`src/rtl/multitim.sv`:
```
// multitim: NUM_CH independent programmable down-counter timers behind a
// byte-wide register bus. Each channel has a reload value, a control word
// (periodic, irq_en), a busy flag, a sticky expired flag and a snapshot
// register. irq is the registered OR of expired & irq_en over all channels.
//
// Bus protocol: a cycle with cs_n=0, rd_n=0, wr_n=1 is a read and data_out is
// driven combinationally for as long as it lasts; a cycle with cs_n=0,
// rd_n=1, wr_n=0 performs exactly one register write per rising clock edge.
// Any other strobe combination is idle.
//
// Register map per channel (addr[5:4] = channel, addr[3:0] = offset):
//   0..3  RELOAD byte 0..3   R/W (bytes >= CNT_BYTES read 0, writes ignored)
//   4     CTRL               R/W bit0 periodic, bit1 irq_en
//   5     STATUS             R bit0 busy, bit1 expired; W1C bit1
//   6     CMD                W bit0 start, bit1 stop, bit2 snapshot; reads 0
//   8..11 SNAP byte 0..3     R
module multitim #(
    parameter int NUM_CH    = 2,
    parameter int CNT_BYTES = 4
) (
    input  logic       clk,
    input  logic       reset_n,
    input  logic       cs_n,
    input  logic       rd_n,
    input  logic       wr_n,
    input  logic [5:0] addr,
    input  logic [7:0] data_in,
    output logic [7:0] data_out,
    output logic       irq
);

    localparam int CNT_W = 8 * CNT_BYTES;

    // Per-channel FSM encoding; busy is simply "state == ST_RUN".
    localparam logic [0:0] ST_IDLE = 1'b0;
    localparam logic [0:0] ST_RUN  = 1'b1;

    localparam logic [3:0] OFF_CTRL   = 4'd4;
    localparam logic [3:0] OFF_STATUS = 4'd5;
    localparam logic [3:0] OFF_CMD    = 4'd6;

    logic              read_sel;
    logic              write_sel;
    logic [1:0]        ch_idx;
    logic [3:0]        offset;
    logic [NUM_CH-1:0] expired_v;
    logic [NUM_CH-1:0] irq_en_v;
    logic [NUM_CH-1:0] run_state;   // per-channel FSM state, for observation
    logic [7:0]        rd_data [NUM_CH];

    assign read_sel  = !cs_n && !rd_n &&  wr_n;
    assign write_sel = !cs_n &&  rd_n && !wr_n;
    assign ch_idx    = addr[5:4];
    assign offset    = addr[3:0];

    for (genvar g = 0; g < NUM_CH; g++) begin : g_ch
        logic [0:0]       state;
        logic [CNT_W-1:0] cnt;
        logic [CNT_W-1:0] reload;
        logic [CNT_W-1:0] snap;
        logic             periodic;
        logic             irq_en;
        logic             expired;
        logic             sel_wr;
        logic             do_start;
        logic             do_stop;
        logic             do_snap;
        logic             do_clr;
        logic             terminal;
        logic             set_exp;
        logic [31:0]      reload_32;
        logic [31:0]      snap_32;
        logic [7:0]       rd_byte;

        // Channel index never exceeds NUM_CH-1 here, so writes aimed at
        // missing channels simply match no channel and are dropped.
        assign sel_wr   = write_sel && (ch_idx == 2'(g));
        assign do_stop  = sel_wr && (offset == OFF_CMD) && data_in[1];
        // Stop takes priority over a start carried in the same write.
        assign do_start = sel_wr && (offset == OFF_CMD) && data_in[0] && !data_in[1];
        assign do_snap  = sel_wr && (offset == OFF_CMD) && data_in[2];
        assign do_clr   = sel_wr && (offset == OFF_STATUS) && data_in[1];
        assign terminal = (state == ST_RUN) && (cnt == '0);
        // A start or stop landing on the terminal edge suppresses the expiry.
        assign set_exp  = terminal && !do_start && !do_stop;

        // Zero-extended views so byte lanes above CNT_BYTES read as 0.
        assign reload_32 = 32'(reload);
        assign snap_32   = 32'(snap);

        // Configuration registers: reload byte lanes and control bits.
        always_ff @(posedge clk or negedge reset_n) begin
            if (!reset_n) begin
                reload   <= '0;
                periodic <= 1'b0;
                irq_en   <= 1'b0;
            end else if (sel_wr) begin
                for (int b = 0; b < CNT_BYTES; b++) begin
                    if (offset == 4'(b)) begin
                        reload[8*b +: 8] <= data_in;
                    end
                end
                if (offset == OFF_CTRL) begin
                    periodic <= data_in[0];
                    irq_en   <= data_in[1];
                end
            end
        end

        // Counter FSM: stop > start > run-time count/reload/finish.
        always_ff @(posedge clk or negedge reset_n) begin
            if (!reset_n) begin
                state <= ST_IDLE;
                cnt   <= '0;
            end else if (do_stop) begin
                state <= ST_IDLE;
            end else if (do_start) begin
                cnt   <= reload;
                state <= ST_RUN;
            end else if (state == ST_RUN) begin
                if (cnt != '0) begin
                    cnt <= cnt - CNT_W'(1);
                end else if (periodic) begin
                    cnt <= reload;
                end else begin
                    state <= ST_IDLE;
                end
            end
        end

        // Sticky expired flag: setting on terminal beats a same-edge clear.
        always_ff @(posedge clk or negedge reset_n) begin
            if (!reset_n) begin
                expired <= 1'b0;
            end else if (set_exp) begin
                expired <= 1'b1;
            end else if (do_clr) begin
                expired <= 1'b0;
            end
        end

        // Snapshot captures the counter value present before this edge.
        always_ff @(posedge clk or negedge reset_n) begin
            if (!reset_n) begin
                snap <= '0;
            end else if (do_snap) begin
                snap <= cnt;
            end
        end

        // Per-channel read data for the addressed offset.
        always_comb begin
            rd_byte = 8'h00;
            case (offset)
                4'd0, 4'd1, 4'd2, 4'd3:
                    rd_byte = reload_32[{offset[1:0], 3'b000} +: 8];
                OFF_CTRL:
                    rd_byte = {6'b0, irq_en, periodic};
                OFF_STATUS:
                    rd_byte = {6'b0, expired, (state == ST_RUN)};
                4'd8, 4'd9, 4'd10, 4'd11:
                    rd_byte = snap_32[{offset[1:0], 3'b000} +: 8];
                default:
                    rd_byte = 8'h00;
            endcase
        end

        assign rd_data[g]   = rd_byte;
        assign expired_v[g] = expired;
        assign irq_en_v[g]  = irq_en;
        assign run_state[g] = (state == ST_RUN);
    end

    // Read mux: only a live read of an existing channel produces data.
    always_comb begin
        data_out = 8'h00;
        for (int i = 0; i < NUM_CH; i++) begin
            if (read_sel && (ch_idx == 2'(i))) begin
                data_out = rd_data[i];
            end
        end
    end

    // Registered interrupt request.
    always_ff @(posedge clk or negedge reset_n) begin
        if (!reset_n) begin
            irq <= 1'b0;
        end else begin
            irq <= |(expired_v & irq_en_v);
        end
    end

endmodule

```
`config.mk`:
```
export PLATFORM = sky130hd
export DESIGN_NAME = multitim
export DESIGN_NICKNAME = d
export VERILOG_FILES = /design/src/rtl/multitim.sv
export SDC_FILE = /design/constraint.sdc
export NUM_CORES = 1
export LEC_CHECK = 0
export ABC_CLOCK_PERIOD_IN_PS = 3000
export BUFFER_PORTS_ARGS = -buffer_cell sky130_fd_sc_hd__buf_2
export CORE_AREA = 2 2 195 197
export DETAILED_ROUTE_END_ITERATION = 16
export DIE_AREA = 0 0 197 199
export HOLD_SLACK_MARGIN = 0.08
export SLEW_MARGIN = 20
export SYNTH_ARGS = -nofsm -noshare
export SYNTH_HDL_FRONTEND = slang
export SYNTH_SLANG_ARGS = --single-unit
export TNS_END_PERCENT = 20
```
`constraint.sdc`:
```
create_clock -name clk -period 3 [get_ports clk]
set_clock_uncertainty 0.05 [all_clocks]
set_input_delay 0.15 -clock clk [delete_from_list [all_inputs] [get_ports clk]]
set_output_delay 0.15 -clock clk [all_outputs]
set_load 0.02 [all_outputs]
```
==> results of run 1 <==
final timing paths:
path / from / endpoint / slack, ns / cells past startpoint
min in group asynchronous: reset_n / g_ch[0].reload[7] / 0.15 / 2
max in group asynchronous: reset_n / g_ch[1].cnt[13] / 1.80 / 3
worst min-delay path: data_in[5] / g_ch[0].reload[29] / 0.10 / 2
worst max-delay path: g_ch[0].cnt[26] / g_ch[0].cnt[1] / 0.11 / 7
worst min register to register: g_ch[0].snap[2] / g_ch[0].snap[2] / 0.44 / 2
worst max register to register: g_ch[0].cnt[26] / g_ch[0].cnt[1] / 0.11 / 7
cells in the final DEF, fill, tap and decap left out, types with 4 or more instances in the layout:
| cell type | Yosys | routed |
|---|---|---|
| dfrtp_1 | 201 | 201 |
| mux2_2 | 134 | 134 |
| o21ai_0 | 110 | 110 |
| a21oi_1 | 90 | 90 |
| nor2_1 | 67 | 67 |
| buf_4 | 3 | 60 |
| nand2_1 | 59 | 59 |
| nand3_1 | 38 | 38 |
| mux2i_1 | 33 | 33 |
| buf_2 | 11 | 26 |
| nor4_1 | 25 | 24 |
| nor3_1 | 23 | 23 |
| clkbuf_16 | 0 | 21 |
| nand4_1 | 16 | 16 |
| or3_1 | 15 | 15 |
| mux4_2 | 12 | 12 |
| o211ai_1 | 11 | 11 |
| or4_1 | 11 | 11 |
| o21ai_1 | 11 | 11 |
| inv_1 | 10 | 10 |
| a21o_1 | 8 | 8 |
| nor2b_1 | 7 | 7 |
| nand2b_1 | 7 | 7 |
| or2_2 | 6 | 6 |
| a31oi_1 | 6 | 6 |
| clkbuf_8 | 0 | 6 |
| buf_12 | 0 | 6 |
| a32oi_1 | 5 | 5 |
| a22oi_1 | 5 | 5 |
| o2bb2ai_1 | 5 | 5 |
| clkbuf_1 | 49 | 5 |
| o22ai_1 | 4 | 4 |
| o221ai_1 | 4 | 4 |
| o21a_1 | 4 | 4 |
| ha_1 | 4 | 4 |
| dlygate4sd3_1 | 0 | 4 |
cell families after synthesis:
group                    after synthesis  synth area share
AO/OA/AOI/OAI                        281             0.153
adder cells (fa/ha/maj)                4           0.00470
buffers and inverters                 83            0.0338
flip-flops                           201             0.472
multiplexers                         179             0.198
AND/OR/NAND/NOR                      291             0.138
final cells by class:
cell class                 instances  area, um2  area share
multi-input combinational        756       5310       0.428
sequential                       201       5030       0.406
timing repair buffer              97        754      0.0609
clock buffer                      31        613      0.0495
tap                              474        593      0.0478
clock inverter                     5       52.6     0.00424
inverter                          12       47.5     0.00384
metrics by stage:
| step | setup TNS (ns) | total power, mW | hold WS, ns | setup WS (ns) |
|---|---|---|---|---|
| floorplan | 0 | 3.21 | -0.196 | 0.385 |
| global placement | -0.374 | 3.47 | 0.138 | -0.0762 |
| detailed placement | -1.14 | 3.48 | 0.137 | -0.155 |
| CTS | 0 | 6.06 | 0.0922 | 0.0350 |
| global route | -0.0975 | 6.24 | 0.0975 | -0.0320 |
| finish | 0 | 6.02 | 0.101 | 0.115 |
worst max-delay path, delay by kind of cell (launching register included):
| family | cells | cell delay (ns) |
|---|---|---|
| flops | 1 | 0.43 |
| buf+inv | 1 | 0.29 |
| compound gates | 3 | 0.51 |
| simple gates | 3 | 1.45 |
per-layer routing:
metal | up-vias | global-route usage
li1 | 3968 | -
met1 | 4353 | 0.232
met2 | 252 | 0.273
met3 | 68 | 0.0220
met4 | 2 | 0.0744
met5 | - | 0
power by group through the flow:
stage	combinational, mW	sequential (mW)	clock, mW
detailed placement	0.563	2.92	0
global route	0.633	2.87	2.74
global placement	0.561	2.91	0
CTS	0.574	2.87	2.62
finish	0.576	2.87	2.58
floorplan	0.326	2.88	0
flip-flops by register name, indices dropped and copies added, names as in the netlist:
name and count:
g_ch.reload 64, g_ch.snap 64, g_ch.irq_en 2, g_ch.cnt 64, g_ch.periodic 2, g_ch.expired 2, g_ch.state 2, irq 1
timing repair:
item,4_1_cts,5_1_grt
pin swaps,1,2
setup endpoints to repair,11,51
hold buffers,4,0
gates resized for setup,0,4
buffers inserted,0,4
endpoints found under the hold margin,109,0
cloned,1,0
==> key figures, run 1 <==
Run status
  • Status: finished clean

Synth
  • Synthesized area: 0.0106 mm2
  • Post-synth top area share: 0.472
  • Register area share after synthesis: 0.472
  • Synth warnings: 0
  • Net Count, Synth: 1062
  • Number of synthesized register bits: 201
  • Average cell area after synthesis: 10.2 um2
  • FFs w/ async S/R, synth: 1.00
  • Synth unique cells: 59
  • Mapped Cells: 1039
  • Synth cell count leaders: 201 x dfrtp_1, 134 x mux2_2, 110 x o21ai_0
  • Top post-synthesis cells by area: dfrtp_1 47%, mux2_2 14%, o21ai_0 5.2%
  • Number of flops mapped to enable cells by yosys: 0
  • Leading cell type by number of instances after synthesis: dfrtp_1
  • Ys flop type: dfrtp_1
  • Cell taking the most area after synthesis: dfrtp_1

STA
  • Slew headroom: 0.334
  • Unrepaired setup endpoints after global routing: true
  • Tcrit/Tclk final: 0.962
  • FMAX: 347 MHz
  • Max-slew violations: 0
  • Final setup violation count: 0
  • Final Critical Period: 2.89 ns
  • Final Hold Viols: 0
  • Worst slew pin tran: 0.989 ns

Layout
  • Final nets: 1112
  • Filler cell count: 3767
  • Area growth syn-to-layout: 16.5%
  • Layout Cells excl Fill: 1576
  • Share of layout cells above drive strength 1: 0.260
  • Post-Route Utilization: 0.334
  • Final Cell Area: 0.0124 mm2
  • Antenna cell count: 0

Critical path
  • Setup CP Type: reg2reg
  • Crit path arrival time: 3.18 ns
  • Max incr delay on CP: 0.60 ns
  • Critical Path Start Type: register
  • Cell chain of the critical path: or4_1, or4_1, nor4_1, o21a_1, inv_2, o211ai_1, o21ai_0
  • Slowest cell on crit path: or4_1
  • Critical Path RT: 3.29 ns
  • Crit-path max FO: 43
  • Most frequent CP cell: or4_1
  • Setup crit end kind: register

Clock tree
  • CTS sink count: 201
  • Root Buffer: clkbuf_16
  • CTS tree: built
  • Clock Path Buffers: 3
  • Clock-pin slew on the worst setup and hold paths: 0.06 ns
  • Clk_lat worst skew: 0.51 ns
  • CTS Buf Count: 21
  • H-tree Lvls: 1

Die
  • Ports: 28
  • Die height: 199 um
  • CORE AREA: 0.0371 mm2
  • Die area: 0.0392 mm2
  • Row count: 71
  • Initial Utilization: 0.287
  • Die width: 197 um

Routing
  • Post-Route WL: 33.1 mm
  • Vias post-DR: 8643
  • WL met3: 1.58 mm
  • Initial drt markers: 777
  • Met2 Routed Length: 15.3 mm
  • Met1 Routed Length: 14.8 mm
  • Detail Route Antenna Nets: 0
  • Average routed wire per standard cell: 21.0 um
  • Residual DRC: 0
  • Vias per cell: 5.48
  • Pre-antenna DRT Iters: 5
  • Max layer used: met5

Power and ir drop
  • Net Sw Frac: 0.254
  • Clock share of power: 0.428
  • Logic gate share of total power: 0.096
  • Peak ir drop on the vdd network: 0.314 mV
  • Leakage: 5.85 nW
  • Power Density: 486 mW/mm2
  • Switching power: 1.53 mW
  • Cell Int Power: 4.50 mW
  • Sequential share of power: 0.476

Placed design
  • DP Area: 0.0116 mm2
  • HPWL reported at the end of detailed placement: 23.4 mm
  • I/O Buffers: 27
  • Placed instance count: 1531
  • Global placement routability congestion: 0.902

GRT
  • Vias in the first global route: 8554
  • Pin count of the biggest net entering global routing: 91
  • GRT Total Usage: 0.171
  • Final global-route overflow total: 0
  • First-pass GRT wire length: 51.4 mm
  • Initial antenna violation count: 1

Run
  • Max Cap Viol: 0

Hold path
  • Worst min path class: in2reg
Power figures use the tool's default switching activity.
==> run 2, diff against run 1 <==
--- a/config.mk
+++ b/config.mk
@@ -6,7 +6,7 @@
 export NUM_CORES = 1
 export LEC_CHECK = 0
 export ABC_CLOCK_PERIOD_IN_PS = 3000
-export BUFFER_PORTS_ARGS = -buffer_cell sky130_fd_sc_hd__buf_2
+export BUFFER_PORTS_ARGS = -buffer_cell sky130_fd_sc_hd__buf_4
 export CORE_AREA = 2 2 195 197
 export DETAILED_ROUTE_END_ITERATION = 16
 export DIE_AREA = 0 0 197 199
==> run 2 against run 1 <==
  * Sequential power is essentially flat
  * Clock power up 19%
  * Non-clock buffer count up 6
  * Flip-flop and latch count did not move
  * Sequential share of layout area decreased by 0.87 points
  * Utilization is 0.73 points higher
  * Via count is 0.53% higher
  * Register-to-register slack gained 0.04 ns
  * Die area stayed put
  * Combinational power about the same
  * Total power increased by 7.9%
  * Critical path type unchanged
==> key figures, run 2 (synthesis results as in run 1) <==
Layout
  • Final nets: 1119
  • Filler cell count: 3717
  • Post-Route Utilization: 0.341
  • Share of layout cells above drive strength 1: 0.263
  • Final Cell Area: 0.0127 mm2
  • Layout Cells excl Fill: 1587
  • Area growth syn-to-layout: 19.0%
  • Commonest non-fill, non-tap cell in the layout: dfrtp_1
  • Top Registers: g_ch.cnt (64), g_ch.reload (64), g_ch.snap (64)
  • Most frequent cells in the layout: 201 x dfrtp_1, 134 x mux2_2, 110 x o21ai_0, 90 x a21oi_1, 86 x buf_4

Hold path
  • Worst Hold Depth: 5
  • HP Start: wr_n
  • WHS Endpoint: g_ch[1].expired
  • Worst min path class: in2reg

GRT
  • GRT Total Usage: 0.168
  • Vias in the first global route: 8474
  • Pin count of the biggest net entering global routing: 71
  • First-pass GRT wire length: 50.7 mm
  • Initial antenna violation count: 0
  • Final global-route overflow total: 0

Die
  • Ports: 28
  • Die width: 197 um
  • Row count: 71
  • Initial Utilization: 0.287
  • Die height: 199 um
  • CORE AREA: 0.0371 mm2
  • Die area: 0.0392 mm2

Clock tree
  • Clock Path Buffers: 3
  • Setup repair bufs after CTS: 0
  • CTS sink count: 201
  • Clk_lat worst skew: 0.52 ns
  • H-tree Lvls: 1
  • CTS Buf Count: 22
  • Root Buffer: clkbuf_16
  • CTS tree: built
  • Clock-pin slew on the worst setup and hold paths: 0.06 ns

STA
  • Final Critical Period: 2.84 ns
  • Tcrit/Tclk final: 0.947
  • Slew headroom: 0.328
  • Final Hold Viols: 0
  • Final worst slack: 0.158 ns
  • Final setup violation count: 0
  • FMAX: 352 MHz
  • Hold_ws: 0.0915 ns
  • Max-slew violations: 0
  • Setup TNS: 0 ns
  • Unrepaired setup endpoints after global routing: true
  • Worst slew pin tran: 0.983 ns

Routing
  • Average routed wire per standard cell: 20.5 um
  • Vias post-DR: 8689
  • Vias per cell: 5.48
  • Pre-antenna DRT Iters: 5
  • Detail Route Antenna Nets: 0
  • Residual DRC: 0
  • Post-Route WL: 32.5 mm
  • Initial drt markers: 667

Power and ir drop
  • Leakage: 5.96 nW
  • Total power: 6.50 mW
  • Peak ir drop on the vdd network: 0.368 mV
  • Power Density: 513 mW/mm2

Critical path
  • Slowest cell on crit path: o41ai_4
  • R2r startpoint: g_ch[1].cnt[17]
  • Total stage count of the critical path: 6
  • Reg2reg path depth: 6
  • Cell chain of the critical path: or4_1, or3_1, o41ai_4, buf_12, o21ai_0, a22oi_2
  • Setup CP Type: reg2reg
  • Crit path max-delay family: simple AND/OR/NAND/NOR gates
  • Buf/Inv on CP: 1
  • Max incr delay on CP: 0.71 ns
  • Crit-path max FO: 19
  • Setup crit end kind: register
  • Worst R2R Setup Slack: 0.16 ns
  • Critical Path Start Type: register
  • Crit path arrival time: 3.22 ns
  • Reg2reg end: g_ch[1].cnt[28]
  • Critical Path RT: 3.38 ns

Placed design
  • Placed instance count: 1534
  • Dpl ws: -0.143 ns
  • HPWL reported at the end of detailed placement: 22.9 mm
  • Global placement routability congestion: 0.882
  • DP Area: 0.0117 mm2
  • I/O Buffers: 27

Run
  • Max Cap Viol: 0

Run status
  • Status: finished clean
-- run 2: cell types whose count changed in the layout (fill, tap and decap cells not counted), sizes merged --
| cell | change |
|---|---|
| inv | +1 |
| diode | +1 |
| buf | -1 |
| bufinv | +3 |
| clkbuf | -1 |
| dlygate4sd3 | +7 |
| clkinv | +1 |
-- run 2: area by class of cell --
class                   count  area, um2  area share
multi-input cells         756       5300       0.418
flip-flops and latches    201       5030       0.397
repair buffers            103        870      0.0686
clock buffers              30        662      0.0523
well taps                 474        593      0.0468
clock inverters            10        160      0.0126
inverters                  12       50.0     0.00395
diodes                      1       2.50    0.000198
-- run 2: routing by layer --
metal  track usage  routed length (um)  vias up
met2         0.277               15100      293
met1         0.228               14400     4348
met4        0.0649                1200        0
met5             0                   0        -
met3        0.0175                1790       60
li1              -                   -     3988
-- run 2: worst max path at each step --
stage,end,start,slack [ns]
6_report,g_ch[1].cnt[28],g_ch[1].cnt[17],0.16
5_1_grt,g_ch[1].cnt[19],g_ch[1].cnt[17],-0.06
4_1_cts,g_ch[0].cnt[15],g_ch[0].cnt[16],0.03
3_5_place_dp,g_ch[1].cnt[28],g_ch[1].cnt[17],-0.14
3_3_place_gp,g_ch[1].cnt[10],g_ch[1].cnt[17],-0.06
2_1_floorplan,g_ch[1].cnt[18],g_ch[1].cnt[17],0.38
-- run 2: worst register-to-register path, delay by kind of cell, from the launching register on --
family / cells / cell delay [ns]
and+or+nand+nor: 2 / 1.05
DFF: 1 / 0.38
AOI/OAI and AO/OA: 3 / 1.04
buffers and inverters: 1 / 0.23
-- run 2: report_power, final --
group          internal (mW)  leakage [nW]  switching [mW]  total, mW
combinational          0.218          2.80           0.357      0.575
sequential              2.79          2.76          0.0772       2.87
clock                   1.89         0.405            1.17       3.06
-- run 2: repair_timing --
action | 4_1_cts | 5_1_grt
pin swaps | 1 | 1
gates resized for setup | 0 | 5
cloned | 1 | 0
endpoints found under the hold margin | 187 | 0
hold buffers | 11 | 0
endpoints found under the setup margin | 10 | 49
==> run 3, diff against run 2 <==
--- a/config.mk
+++ b/config.mk
@@ -5,11 +5,12 @@
 export SDC_FILE = /design/constraint.sdc
 export NUM_CORES = 1
 export LEC_CHECK = 0
-export ABC_CLOCK_PERIOD_IN_PS = 3000
+export ABC_CLOCK_PERIOD_IN_PS = 3100
 export BUFFER_PORTS_ARGS = -buffer_cell sky130_fd_sc_hd__buf_4
 export CORE_AREA = 2 2 195 197
 export DETAILED_ROUTE_END_ITERATION = 16
 export DIE_AREA = 0 0 197 199
+export GPL_TIMING_DRIVEN = 0
 export HOLD_SLACK_MARGIN = 0.08
 export SLEW_MARGIN = 20
 export SYNTH_ARGS = -nofsm -noshare
==> constraint.sdc (replaced) <==
create_clock -name clk -period 3.1 [get_ports clk]
set_clock_uncertainty 0.05 [all_clocks]
set_input_delay 0.155 -clock clk [delete_from_list [all_inputs] [get_ports clk]]
set_output_delay 0.155 -clock clk [all_outputs]
set_load 0.02 [all_outputs]
==> run 3 against run 2 <==
  * Via count grew 3.3%
  * Maximum frequency shrank 5.4%
  * Setup slack lost 0.064 ns
  * Final cell count shrank 0.19%
  * Total power shrank 6.4%
  * Cell area shrank 2.5%
  * Register-to-register slack lost 0.06 ns
  * Worst hold slack lost 0.010 ns
  * Non-clock buffer count grew 1
  * Largest cell class unchanged
  * Largest power group is now sequential cells
==> key figures, run 3 (synthesis results as in run 1) <==
Die
  • Row count: 71
  • Initial Utilization: 0.287
  • Die height: 199 um
  • Die width: 197 um
  • CORE AREA: 0.0371 mm2
  • Die area: 0.0392 mm2
  • Ports: 28

Critical path
  • Crit path arrival time: 3.32 ns
  • Critical Path RT: 3.42 ns
  • Critical Path Start Type: register
  • Reg2reg path depth: 8
  • Crit-path max FO: 10
  • Slowest cell on crit path: or4_1
  • Buf/Inv on CP: 2
  • Crit path max-delay family: simple AND/OR/NAND/NOR gates
  • Setup crit end kind: register
  • Setup CP Type: reg2reg
  • Max incr delay on CP: 0.61 ns
  • Total stage count of the critical path: 8
  • Cell chain of the critical path: or4_1, or4_1, o31ai_2, buf_4, buf_4, a31oi_1, o21ai_0, o21ai_0

Placed design
  • I/O Buffers: 25
  • HPWL reported at the end of detailed placement: 26.6 mm
  • Global placement routability congestion: 0.963
  • Placed instance count: 1540

STA
  • Unrepaired setup endpoints after global routing: true
  • Slew headroom: 0.365
  • Setup TNS: 0 ns
  • Final Critical Period: 3.01 ns
  • FMAX: 333 MHz
  • Final setup violation count: 0
  • Tcrit/Tclk final: 0.969
  • Final Hold Viols: 0
  • Max-slew violations: 0
  • Worst slew pin tran: 0.944 ns

Clock tree
  • Clock-pin slew on the worst setup and hold paths: 0.07 ns
  • CTS Buf Count: 22
  • Root Buffer: clkbuf_16
  • Clk_lat worst skew: 0.52 ns
  • CTS sink count: 201
  • Clock Path Buffers: 3
  • CTS tree: built
  • H-tree Lvls: 1

Layout
  • Share of layout cells above drive strength 1: 0.232
  • Commonest non-fill, non-tap cell in the layout: dfrtp_1
  • Antenna cell count: 0
  • Area growth syn-to-layout: 16.1%
  • Top Registers: g_ch.cnt (64), g_ch.reload (64), g_ch.snap (64)
  • Most frequent cells in the layout: 201 x dfrtp_1, 134 x mux2_2, 110 x o21ai_0, 90 x a21oi_1, 67 x nor2_1
  • Layout Cells excl Fill: 1584
  • Final nets: 1119

Run
  • Max Cap Viol: 0

Routing
  • Detail Route Antenna Nets: 0
  • Pre-antenna DRT Iters: 5
  • Post-Route WL: 35.8 mm
  • Initial drt markers: 896
  • Vias post-DR: 8975
  • Vias per cell: 5.67
  • Residual DRC: 0
  • Average routed wire per standard cell: 22.6 um

Hold path
  • Worst min path class: in2async

Run status
  • Status: finished clean

GRT
  • Initial antenna violation count: 0
  • First-pass GRT wire length: 54.2 mm
  • Vias in the first global route: 8588
  • GRT Total Usage: 0.182
  • Final global-route overflow total: 0
  • Pin count of the biggest net entering global routing: 95

Power and ir drop
  • Cell Int Power: 4.57 mW
  • Total power: 6.08 mW
  • Clock share of power: 0.452
  • Net Sw Frac: 0.249
  • Power Density: 492 mW/mm2
  • Leakage: 5.77 nW
  • Switching power: 1.52 mW
  • Logic gate share of total power: 0.090
  • Sequential share of power: 0.458
  • Peak ir drop on the vdd network: 0.329 mV
==> run 3: stage by stage <==
| step | setup WS, ns | hold WS, ns | util | area (um2) |
|---|---|---|---|---|
| CTS | 0.00769 | 0.0838 | 0.332 | 12300 |
| global route | -0.0521 | 0.108 | 0.333 | 12400 |
| floorplan | 0.485 | -0.191 | - | 10600 |
| global placement | -0.392 | 0.415 | 0.308 | 11400 |
| detailed placement | -0.292 | 0.0456 | 0.309 | 11500 |
| finish | 0.0946 | 0.0811 | 0.333 | 12400 |
==> run 3: cell type report <==
class / instances / area, um2
clock inverters: 7 / 110
well taps: 474 / 593
repair buffers: 34 / 320
multi-input cells: 755 / 5290
fillers: 3769 / 24800
plain buffers: 70 / 333
clock buffers: 31 / 636
inverters: 12 / 45.0
flip-flops and latches: 201 / 5030
==> run 3: metal layers <==
layer / track usage / vias to the layer above / share of wire
met3: 0.0234 / 82 / 0.063
met2: 0.293 / 343 / 0.46
li1: - / 3979 / -
met1: 0.250 / 4571 / 0.43
met5: 0 / - / 0
met4: 0.0707 / 0 / 0.039
==> run 3: final timing paths <==
kind / from / endpoint / slack, ns
worst max-delay path: g_ch[0].cnt[26] / g_ch[0].cnt[22] / 0.09
worst min-delay path: reset_n / g_ch[0].reload[14] / 0.08
worst max register to register: g_ch[0].cnt[26] / g_ch[0].cnt[22] / 0.09
worst min register to register: g_ch[0].snap[0] / g_ch[0].snap[0] / 0.43
max in group asynchronous: reset_n / g_ch[1].cnt[28] / 1.75
min in group clk: cs_n / g_ch[1].expired / 0.11
==> run 3: what timing repair did <==
action	CTS	global route
hold endpoints to repair	149	0
hold buffers	7	0
gates resized for setup	6	28
buffers inserted	0	0
setup endpoints to repair	8	68
==> run 3: power groups by stage <==
| stage | registers [mW] | clock network [mW] | logic [mW] |
|---|---|---|---|
| after floorplan | 2.79 | 0 | 0.316 |
| after global placement | 2.83 | 0 | 0.514 |
| after detailed placement | 2.83 | 0 | 0.531 |
| after CTS | 2.78 | 2.80 | 0.540 |
| after global routing | 2.79 | 2.90 | 0.599 |
| final | 2.78 | 2.75 | 0.547 |
==> run 3: worst register-to-register path: stages, from the launching register on <==
cell	delay [ns]
dfrtp_1	0.43
or4_1	0.61
or4_1	0.57
o31ai_2	0.37
buf_4	0.26
buf_4	0.21
a31oi_1	0.07
o21ai_0	0.17
o21ai_0	0.12
